==> src/rtl/button_event_pkg.sv <==
// Shared types and constants for the button event scheduler.
// Imported by the repeat timer and the scheduler top.
package button_event_pkg;

  typedef enum logic {
    SEL,
    OFFER
  } sched_state_t;

  typedef enum logic [1:0] {
    R_IDLE,
    R_FIRST,
    R_REPEAT
  } rpt_phase_t;

  localparam logic EV_PRESS  = 1'b0;
  localparam logic EV_REPEAT = 1'b1;

  function automatic int max2(input int a, input int b);
    return (a > b) ? a : b;
  endfunction

endpackage

==> src/rtl/btn_repeat_timer.sv <==
// Per-button hold/auto-repeat timer.
// Emits a one-cycle tick after the hold delay, then at every repeat period.
module btn_repeat_timer
  import button_event_pkg::*;
#(
  parameter int HOLD_CYCLES   = 25_000_000,
  parameter int REPEAT_CYCLES = 5_000_000
) (
  input  logic clk_hifreq,
  input  logic rst,
  input  logic lvl,
  input  logic rise,
  output logic tick
);

  localparam int CW = $clog2(max2(HOLD_CYCLES, REPEAT_CYCLES));
  localparam logic [CW-1:0] HOLD_LAST = CW'(HOLD_CYCLES - 1);
  localparam logic [CW-1:0] REP_LAST  = CW'(REPEAT_CYCLES - 1);

  rpt_phase_t    ph_q, ph_d;
  logic [CW-1:0] cnt_q, cnt_d;

  always_comb begin
    ph_d  = ph_q;
    cnt_d = cnt_q + 1'b1;
    tick  = 1'b0;
    if (!lvl) begin
      ph_d  = R_IDLE;
      cnt_d = '0;
    end else if (rise) begin
      ph_d  = R_FIRST;
      cnt_d = '0;
    end else begin
      unique case (ph_q)
        R_FIRST: begin
          if (cnt_q == HOLD_LAST) begin
            tick  = 1'b1;
            cnt_d = '0;
            ph_d  = R_REPEAT;
          end
        end
        R_REPEAT: begin
          if (cnt_q == REP_LAST) begin
            tick  = 1'b1;
            cnt_d = '0;
          end
        end
        default: cnt_d = '0;
      endcase
    end
  end

  always_ff @(posedge clk_hifreq) begin
    if (rst) begin
      ph_q  <= R_IDLE;
      cnt_q <= '0;
    end else begin
      ph_q  <= ph_d;
      cnt_q <= cnt_d;
    end
  end

endmodule

==> src/rtl/button_event_scheduler.sv <==
// Turns button presses and auto-repeats into events, sharing one
// valid/ready consumer among all buttons with a round-robin arbiter.
module button_event_scheduler
  import button_event_pkg::*;
#(
  parameter int NUM_BTN       = 4,
  parameter int REPEAT_EN     = 1,
  parameter int HOLD_CYCLES   = 25_000_000,
  parameter int REPEAT_CYCLES = 5_000_000
) (
  input  logic                       clk_hifreq,
  input  logic                       rst,
  input  logic [NUM_BTN-1:0]         btn_lvl,
  output logic                       event_valid,
  input  logic                       event_ready,
  output logic [$clog2(NUM_BTN)-1:0] event_id,
  output logic                       event_is_repeat,
  output logic [NUM_BTN-1:0]         overrun,
  output logic                       busy
);

  localparam int IW = $clog2(NUM_BTN);

  logic [NUM_BTN-1:0] btn_q, rise, tick;
  logic [NUM_BTN-1:0] pend_q, pend_d;
  logic [NUM_BTN-1:0] pkind_q, pkind_d;
  logic [NUM_BTN-1:0] ovr_q, ovr_d;
  logic [NUM_BTN-1:0] grant;
  logic [IW-1:0]      rr_q, id_q, sel_idx;
  logic               rep_q, sel_found, load;
  sched_state_t       state_q, state_d;

  assign rise = btn_lvl & ~btn_q;

  if (REPEAT_EN != 0) begin : g_rpt
    for (genvar i = 0; i < NUM_BTN; i++) begin : g_tmr
      btn_repeat_timer #(
        .HOLD_CYCLES  (HOLD_CYCLES),
        .REPEAT_CYCLES(REPEAT_CYCLES)
      ) u_tmr (
        .clk_hifreq(clk_hifreq),
        .rst       (rst),
        .lvl       (btn_lvl[i]),
        .rise      (rise[i]),
        .tick      (tick[i])
      );
    end
  end else begin : g_no_rpt
    assign tick = '0;
  end

  // A new event may refill a bit in the same cycle it is granted.
  always_comb begin
    pend_d  = pend_q;
    pkind_d = pkind_q;
    ovr_d   = ovr_q;
    for (int i = 0; i < NUM_BTN; i++) begin
      if ((rise[i] || tick[i]) && (grant[i] || !pend_q[i])) begin
        pend_d[i]  = 1'b1;
        pkind_d[i] = rise[i] ? EV_PRESS : EV_REPEAT;
      end else if (rise[i] || tick[i]) begin
        ovr_d[i] = 1'b1;
      end else if (grant[i]) begin
        pend_d[i] = 1'b0;
      end
    end
  end

  always_comb begin : p_arb
    int j;
    j         = 0;
    sel_found = 1'b0;
    sel_idx   = '0;
    for (int k = 1; k <= NUM_BTN; k++) begin
      j = int'(rr_q) + k;
      if (j >= NUM_BTN) j = j - NUM_BTN;
      if (!sel_found && pend_q[j]) begin
        sel_found = 1'b1;
        sel_idx   = IW'(j);
      end
    end
  end

  always_comb begin
    state_d = state_q;
    grant   = '0;
    load    = 1'b0;
    unique case (state_q)
      SEL: begin
        if (sel_found) begin
          grant[sel_idx] = 1'b1;
          load           = 1'b1;
          state_d        = OFFER;
        end
      end
      OFFER: begin
        if (event_ready) state_d = SEL;
      end
      default: state_d = SEL;
    endcase
  end

  always_ff @(posedge clk_hifreq) begin
    if (rst) begin
      state_q <= SEL;
      rr_q    <= IW'(NUM_BTN - 1);
      id_q    <= '0;
      rep_q   <= EV_PRESS;
      pend_q  <= '0;
      pkind_q <= '0;
      ovr_q   <= '0;
      btn_q   <= btn_lvl;
    end else begin
      state_q <= state_d;
      pend_q  <= pend_d;
      pkind_q <= pkind_d;
      ovr_q   <= ovr_d;
      btn_q   <= btn_lvl;
      if (load) begin
        id_q  <= sel_idx;
        rep_q <= pkind_q[sel_idx];
        rr_q  <= sel_idx;
      end
    end
  end

  assign event_valid     = (state_q == OFFER);
  assign event_id        = id_q;
  assign event_is_repeat = rep_q;
  assign overrun         = ovr_q;
  assign busy            = (|pend_q) | event_valid;

endmodule

==> config.mk <==
export PLATFORM = sky130hd
export DESIGN_NAME = button_event_scheduler
export DESIGN_NICKNAME = d
export VERILOG_FILES = /design/src/rtl/button_event_pkg.sv /design/src/rtl/btn_repeat_timer.sv /design/src/rtl/button_event_scheduler.sv
export SDC_FILE = /design/constraint.sdc
export NUM_CORES = 1
export LEC_CHECK = 0
export BUFFER_PORTS_ARGS = -buffer_cell sky130_fd_sc_hd__buf_2
export CAP_MARGIN = 40
export CORE_UTILIZATION = 35
export CTS_BUF_LIST = sky130_fd_sc_hd__clkbuf_16
export DETAILED_ROUTE_END_ITERATION = 8
export PLACE_DENSITY = 0.48
export SYNTH_ARGS = -nofsm -noshare
export SYNTH_HDL_FRONTEND = slang
export SYNTH_SLANG_ARGS = --single-unit
==> constraint.sdc <==
create_clock -name clk_hifreq -period 6.3 [get_ports clk_hifreq]
set_input_delay 1.575 -clock clk_hifreq [delete_from_list [all_inputs] [get_ports clk_hifreq]]
set_output_delay 1.575 -clock clk_hifreq [all_outputs]
set_load 0.005 [all_outputs]
# Yosys cells after proc, flatten, opt, wreduce, memory -nomap -nowiden
# Index checks and enable logic that the tools add are counted.
[op_classes]
add_sub_neg = 12
order_cmp = 10
n_eq_ne = 20
muxes = 94
n_bitwise = 12
n_reduce_logical = 60
[op_table]
columns = ["op", "n"]
rows = [
  ["$mux 25", 8],
  ["$pmux 25 s2", 4],
  ["$lt 32x4->1 const B", 4],
  ["$mux 32", 4],
  ["$add 25x1->25 const B", 4],
  ["$eq 25x23->1 const B", 4],
  ["$eq 25x25->1 const B", 4],
  ["$mux 1", 61],
  ["$reduce_and 2->1", 16],
  ["$reduce_bool 2->1", 12],
  ["$reduce_or 3->1", 4],
  ["$sub 3x3->4 const B", 3],
  ["$bmux 1 s2", 5],
  ["$pmux 1 s2", 5],
  ["$ge 3x3->1 const B", 3],
  ["$not 1->1", 9],
  ["$eq 2x1->1 const B", 4],
  ["$eq 2x2->1 const B", 4],
  ["$logic_and 1x1->1", 8],
  ["$logic_or 1x1->1", 8],
  ["$mux 2", 4],
  ["$mux 4", 2],
  ["$ne 2x1->1 const B", 4],
  ["$reduce_or 2->1", 4],
  ["13 further kinds", 20],
]
[totals]
ff_bits = 130
in_bits = 7
out_inout_bits = 9

# Depth between registers and ports, before layout
# Gate-level depths: netlist (run 1).
[depth]
word_depth = 26
depth_mapped = 9
depth_no_buf = 7

# Modules after synthesis
# A second synthesis (run 1) with hierarchy kept.
[unflattened]
cells_unflattened = 749
hier_area_um2 = 6668.9
[modules_own_cells]
columns = ["mod", "instances", "cells_per_inst", "area_each_um2", "seq_area_each_um2"]
rows = [
  ["btn_repeat_timer", 4, 160, 1417.6, 540.5],
  ["button_event_scheduler", 1, 109, 998.5, 440.4],
]

# Worst setup path before layout (run 1)
# OpenSTA, ideal clock, no wires.
[synth_timing]
kind = "input to register"
startpoint = "input rst"
endpoint = "register g_rpt.g_tmr[0].u_tmr.cnt_q[10]"
setup_ps = 64
arrival_ps = 2829
required_ps = 6236
slack_ps = 3407
path_stages = 7
n_path_buf = 3
path_cell_list = "clkbuf_1 > nand2b_1 > or2_2 > or3_1 > clkbuf_1 > buf_2 > nor2_1"
[synth_via]
elab_chain_len = 1
[synth_lines]
columns = ["item", "line_no", "source"]
rows = [
  ["start: declaration", "button_event_scheduler.sv:12", "input logic rst,"],
  ["$reduce_or 3->1 (no source line)", "--", ""],
  ["end signal: assignment", "btn_repeat_timer.sv:59", "cnt_q <= cnt_d;"],
  ["end: declaration", "btn_repeat_timer.sv:21", "logic [CW-1:0] cnt_q, cnt_d;"],
]
# Every way passes these cells.
# A chain may end at the register's enable or synchronous reset.

# Worst setup path after layout (run 1)
[layout_timing]
startpoint = "register pend_q[3]"
endpoint = "output busy"
[layout_via]
elab_chain_len = 2
[layout_lines]
columns = ["item", "line_no", "source"]
rows = [
  ["start: declaration", "button_event_scheduler.sv:25", "logic [NUM_BTN-1:0] pend_q, pend_d;"],
  ["start signal: assignment", "button_event_scheduler.sv:115", "pend_q <= pend_d;"],
  ["$reduce_or 4->1", "button_event_scheduler.sv:131", "assign busy = (|pend_q) | event_valid;"],
  ["$or 1x1->1", "button_event_scheduler.sv:131", ""],
  ["end: declaration", "button_event_scheduler.sv:19", "output logic busy"],
]
# Every way passes these cells.

==> results of run 1 <==
[critical path, delay by kind of cell, from the launching register on]
kind,cells,cell delay [ns]
buffers and inverters,1,0.17
flip-flops,1,0.35
AND/OR/NAND/NOR,2,0.53
[stage by stage]
| step | utilization, % | instance area (um^2) |
|---|---|---|
| 2_1_floorplan | - | 5944 |
| 3_3_place_gp | 37.38 | 6198 |
| 3_5_place_dp | 37.49 | 6217 |
| 4_1_cts | 40.26 | 6676 |
| 5_1_grt | 40.26 | 6676 |
| 6_report | 40.26 | 6676 |
[placed cells by master, fill, tap and decap left out, types with 6 or more instances in the layout]
cell type  Yosys  routed
ha_1          12      12
xor2_1        53      53
nand2_1       47      47
nand4_1       26      26
nand2b_1      17      17
dfxtp_1      130     130
nand3_1       39      39
nor2_1       126     126
or3_1          6       6
xnor2_1       39      39
inv_1         33      37
and3_1        13      13
nor3_1         9       9
or2_2          6       6
clkbuf_16      0      17
a21oi_1       17      17
buf_2          5      15
nor4_1        12      12
and4_1        10      10
[kinds of logic (layout without fill, tap and decap cells)]
logic type	Yosys count	in the layout
simple gates	342	342
buf+inv	50	76
xor+xnor	92	92
compound gates	52	52
mux	4	4
fa+ha+maj	12	12
flops	130	130
[area by class of cell]
class,instances,share of cell area (%)
clock buffers,17,6.372
clock inverters,9,0.5060
inverters,33,1.855
multi-input cells,502,46.76
flip-flops and latches,130,38.98
well taps,220,4.123
repair buffers,17,1.406
[final timing paths]
kind / from / end / slack, ns / depth (start not counted)
setup / recovery: pend_q[3] / busy / 3.28 / 3
hold / removal: btn_q[2] / g_rpt.g_tmr[2].u_tmr.ph_q[0] / 0.44 / 1
setup reg to reg: g_rpt.g_tmr[2].u_tmr.cnt_q[17] / g_rpt.g_tmr[2].u_tmr.cnt_q[8] / 3.67 / 6
hold reg to reg: btn_q[2] / g_rpt.g_tmr[2].u_tmr.ph_q[0] / 0.44 / 1
[power by group through the flow]
stage	clock network, W	registers [W]	logic, W
after CTS	0.000823	0.000845	0.0000637
final	0.000793	0.000845	0.0000630
after global placement	0	0.000862	0.0000623
after global routing	0.000855	0.000847	0.0000715
after floorplan	0	0.000860	0.0000445
after detailed placement	0	0.000862	0.0000633
[per-layer routing]
metal / wire, um / part of all wire [%] / vias to the layer above / GRT usage, %
li1: - / - / 2362 / -
met1: 5780 / 51 / 2062 / 18.02
met2: 5045 / 44 / 39 / 21.40
met3: 409 / 3.6 / 12 / 4.729
met4: 125 / 1.1 / 2 / 5.172
met5: 13 / 0.11 / - / 0
[registers in the layout, indices dropped and copies added (netlist names)]
register,flops
event_is_repeat,1
g_rpt.g_tmr.u_tmr.cnt_q,100
rr_q,2
g_rpt.g_tmr.u_tmr.ph_q,8
event_id,2
pkind_q,4
overrun,4
btn_q,4
event_valid,1
pend_q,4
==> flow_summary.ini, run 1 <==
[power_and_ir_drop]
fin_total_pwr_w = 0.001702
clock_power_share_pct = 46.6
p_per_area_nw_per_um2 = 254.9
swShare_pct = 21.47
ir_drop_mv = 0.1848
leakage_nw = 2.183
intPower_w = 0.001337
switchingPower_w = 0.0003654
p_comb_share_pct = 3.7
power_frac_seq_pct = 49.7

[timing]
period_needed_ns = 3.023
max_freq_mhz = 330.8
fin_worst_skew_ns = 0.005641
setup_tns_ns = 0
tightestPinTransition_ns = 0.8769
fin_ws_ns = 3.277
setup_viol = 0
hold_viol = 0
rsz0062_at_grt = false
drv_slew = 0
timing.hold.ws_ns = 0.4411
fin_crit_sh_pct = 47.99
max-slew-margin-rel_pct = 41.54

[finish]
n_fill_cell = 1691
sequential_cell_area_um2 = 2603
area_growth_syn_to_layout_pct = 12.31
drive_above_1_share_pct = 6.921
multi_input_area_um2 = 3122
nets = 720
num_antenna_cells = 0
stdcell_count = 928

[synth]
synthFlopType = dfxtp_1
netlist_area_um2 = 5944
ys_seq_elements = 130
synth_compound_area_share_pct = 5.999
synth_top_family_by_area = simple AND/OR/NAND/NOR gates
async_flop_share_pct = 0
syn_area_per_cell_um2 = 8.716
synthMuxAreaShare_pct = 0.6735
syn_inst = 682
synth-xor-area-share_pct = 13.56
syn-num-nets = 701
synth_edf_count = 0
yosysWarnings = 0
ys_top_cells_by_area = dfxtp_1, nor2_1, xor2_1
synth_fa_ha_area_share_pct = 2.526
synth_top_area_cell = dfxtp_1
yosysSeqAreaShare_pct = 43.78
synth_top_cell_area_share_pct = 43.78
synth_most_common_cell = dfxtp_1
synth.top_cells.by_count = dfxtp_1, nor2_1, xor2_1
synth-simple-area-share_pct = 29.76
synthDistinctLibCells = 58

[outcome]
status = complete, no violations

[grt]
grt_max_degree = 27
grtUsageTotal_pct = 13.93
antenna_found_initial = 1
grt_overflow = 0
grt_pass1_vias = 4213
grt_pass1_wl_mm = 19.66

[clocking]
clk_latency_ns = 0.41
cts_tree = yes
cts_made_buffers = 17
htree_num_levels = 4
ctsHoldBuffers = 0
cts_resized = 0
clk_path_buf_depth = 2
clkTransAtPathRegs_ns = 0.05
clockRootBuffer = clkbuf_16
post-cts-setup-buffers = 0
cts.sinks = 130

[drt]
ant_nets = 0
wire_per_inst_um = 12.26
via_count = 4477
drt-total-wl_mm = 11.37
drc = 0
drt_iter0_drc = 184
first_pass_iters = 5
vias_per_cell = 4.824

[hold_path]
hp-class = flip-flop to flip-flop

[setup_path]
required_ns = 4.72
path_max_fanout = 6
cp.arrival_ns = 1.45
end_kind = output pin
critPathSlowestCell = dfxtp_1
worstSetupPathType = flip-flop to output pin
cp_cell_sequence = nor4_1 > nand2b_1 > buf_2
slowest_delay_ns = 0.35
critPathLaunchType = flip-flop

[die]
core_um2 = 16580
die_h_um = 132.3
start_util_pct = 35.85
std_cell_rows = 47
die_area_um2 = 17510
io_pins = 16
die_w_um = 132.3

[placed_design]
portBuffers = 15
place_congestion = 0.7667
placed_cells = 902
hpwl_mm = 8.138
place_ws_ns = 2.969

[run]
maxCapViolations = 0
(Power assumes the default switching activity.)
==> run 2, diff against run 1 <==
--- a/config.mk
+++ b/config.mk
@@ -10,7 +10,7 @@
 export CORE_UTILIZATION = 35
 export CTS_BUF_LIST = sky130_fd_sc_hd__clkbuf_16
 export DETAILED_ROUTE_END_ITERATION = 8
-export PLACE_DENSITY = 0.48
+export PLACE_DENSITY = 0.5
 export SYNTH_ARGS = -nofsm -noshare
 export SYNTH_HDL_FRONTEND = slang
 export SYNTH_SLANG_ARGS = --single-unit
==> constraint.sdc (replaced) <==
create_clock -name clk_hifreq -period 2.66 [get_ports clk_hifreq]
set_input_delay 0.665 -clock clk_hifreq [delete_from_list [all_inputs] [get_ports clk_hifreq]]
set_output_delay 0.665 -clock clk_hifreq [all_outputs]
set_load 0.005 [all_outputs]
==> run 2 against run 1 <==
  * Via count grew 2.8%
  * Critical path depth grew 4
  * First-iteration DRC count grew 22%
  * Register-to-register slack got worse by 3.3 ns
  * Combinational power is 130% higher
  * Flip-flop and latch count is the same
  * Global-route usage about the same
  * Critical path type is now flip-flop to flip-flop
  * Critical endpoint is now g_rpt.g_tmr[2].u_tmr.cnt_q[15]
  * Highest routed layer is now met4
==> flow_summary.ini, run 2 (synthesized netlist as in run 1, its figures left out) <==
[power_and_ir_drop]
swShare_pct = 21.23
p_per_area_nw_per_um2 = 661.7
leakage_nw = 2.293
fin_total_pwr_w = 0.004574
intPower_w = 0.003603
switchingPower_w = 0.0009713
clock_power_share_pct = 53.0
power_frac_seq_pct = 43.7
ir_drop_mv = 0.4853
p_comb_share_pct = 3.2

[timing]
rsz0062_at_grt = false
fin_ws_ns = 0.3942
hold_viol = 0
setup_tns_ns = 0
max-slew-margin-rel_pct = 67.56
period_needed_ns = 2.266
fin_crit_sh_pct = 85.18
fin_worst_skew_ns = 0.007182
tightestPinTransition_ns = 0.4815
drv_slew = 0
setup_viol = 0
timing.hold.ws_ns = 0.4039
max_freq_mhz = 441.3

[setup_path]
ff2ff_setup_slack_ns = 0.39
rr_worst_depth = 7
worstSetupPathType = flip-flop to flip-flop
cp.arrival_ns = 2.56
critPathLaunchType = flip-flop
r2r_start = g_rpt.g_tmr[2].u_tmr.cnt_q[17]
slowest_delay_ns = 0.56
path_max_fanout = 25
required_ns = 2.95
end_kind = flip-flop
cp_cell_sequence = or4b_4 > nor4_4 > nand4_1 > a22oi_1 > or3_1 > buf_4 > nor2_1
critPathSlowestCell = or4b_4
r2r_end = g_rpt.g_tmr[2].u_tmr.cnt_q[15]

[clocking]
post-cts-setup-buffers = 0
cts_made_buffers = 17
clockRootBuffer = clkbuf_16
ctsHoldBuffers = 0
clk_path_buf_depth = 2
cts_tree = yes
htree_num_levels = 4
cts.sinks = 130
cts_resized = 0
clkTransAtPathRegs_ns = 0.05
clk_latency_ns = 0.41

[finish]
final_core_util_pct = 41.69
final_common_cell = dfxtp_1
drive_above_1_share_pct = 9.959
area_growth_syn_to_layout_pct = 16.29
nets = 729
largest_register_ffs = 100
reg_top3 = g_rpt.g_tmr.u_tmr.cnt_q (100), g_rpt.g_tmr.u_tmr.ph_q (8)
final_cell_mix = dfxtp_1, nor2_1, xor2_1
regMostFlops = g_rpt.g_tmr.u_tmr.cnt_q
n_fill_cell = 1684

[placed_design]
portBuffers = 15
hpwl_mm = 8.295
place_congestion = 0.7556
place_ws_ns = 0.4282

[run]
maxCapViolations = 0

[grt]
grt_max_degree = 26
grt_pass1_wl_mm = 19.92
grt_overflow = 0
grtUsageTotal_pct = 13.91
antenna_found_initial = 1
grt_pass1_vias = 4305

[drt]
vias_per_cell = 4.877
drt-total-wl_mm = 11.55
drt_iter0_drc = 224
first_pass_iters = 5
wire_per_inst_um = 12.24
drc = 0
ant_nets = 0
via_count = 4604

[hold_path]
holdPathStages = 1
hp-class = primary input to flip-flop
hold_path_end = btn_q[0]
hp-start = btn_lvl[0]

[outcome]
status = complete, no violations

[die]
die_area_um2 = 17510
io_pins = 16
die_w_um = 132.3
core_um2 = 16580
die_h_um = 132.3
start_util_pct = 35.85
std_cell_rows = 47
## run 2: cell types whose count changed in the layout (fill, tap and decap cells not counted), moves of 2 or more
| cell | delta |
|---|---|
| bufinv_16 | +4 |
| clkinvlp_4 | +3 |
| clkinv_2 | +3 |
| clkinv_4 | +2 |
| clkinv_1 | -4 |
| buf_4 | +10 |
| inv_1 | -3 |
## run 2: how the worst max path moves through the flow
stage                                   startpoint                             end  slack [ns]  depth (start not counted)
detailed placement  g_rpt.g_tmr[2].u_tmr.cnt_q[17]  g_rpt.g_tmr[2].u_tmr.cnt_q[15]        0.43                          7
global placement    g_rpt.g_tmr[2].u_tmr.cnt_q[17]   g_rpt.g_tmr[2].u_tmr.cnt_q[4]        0.49                          7
finish              g_rpt.g_tmr[2].u_tmr.cnt_q[17]  g_rpt.g_tmr[2].u_tmr.cnt_q[15]        0.39                          7
global route         g_rpt.g_tmr[3].u_tmr.cnt_q[0]                      pkind_q[3]        0.20                          8
CTS                 g_rpt.g_tmr[2].u_tmr.cnt_q[17]  g_rpt.g_tmr[2].u_tmr.cnt_q[15]        0.41                          7
floorplan           g_rpt.g_tmr[2].u_tmr.cnt_q[17]  g_rpt.g_tmr[2].u_tmr.cnt_q[22]        0.65                          8
## run 2: layer usage
metal / track usage (%) / share of wire, % / vias to the layer above
li1: - / - / 2393
met1: 17.29 / 48 / 2141
met2: 22.37 / 47 / 57
met3: 4.767 / 4.0 / 13
met4: 4.789 / 1.0 / 0
met5: 0 / 0 / -
## run 2: layout make-up
cell class | instances | area [um^2] | share of cell area (%)
sequential | 130 | 2603 | 37.65
antenna | 1 | 2.502 | 0.03620
tap | 220 | 275.3 | 3.982
clock buffer | 17 | 425.4 | 6.154
timing repair buffer | 26 | 170.2 | 2.462
multi-input combinational | 502 | 3122 | 45.16
clock inverter | 15 | 191.4 | 2.769
inverter | 33 | 123.9 | 1.792
## run 2: per-stage QoR
step	cells	area, um^2
4_1_cts	943	6910
2_1_floorplan	682	5944
3_5_place_dp	911	6294
5_1_grt	943	6910
6_report	944	6913
3_3_place_gp	911	6294
## run 2: power groups by stage
stage / Clock (W) / Sequential (W) / Combinational [W]
floorplan: 0 / 0.00204 / 0.000105
global placement: 0 / 0.00204 / 0.000148
detailed placement: 0 / 0.00204 / 0.000150
CTS: 0.00249 / 0.00200 / 0.000151
global route: 0.00259 / 0.00200 / 0.000168
finish: 0.00243 / 0.00200 / 0.000148
## run 2: worst max-delay path: cells and delay by family (launching register included)
kind	cells	cell delay, ns
compound gates	1	0.22
buf+inv	1	0.26
flops	1	0.35
simple gates	5	1.30
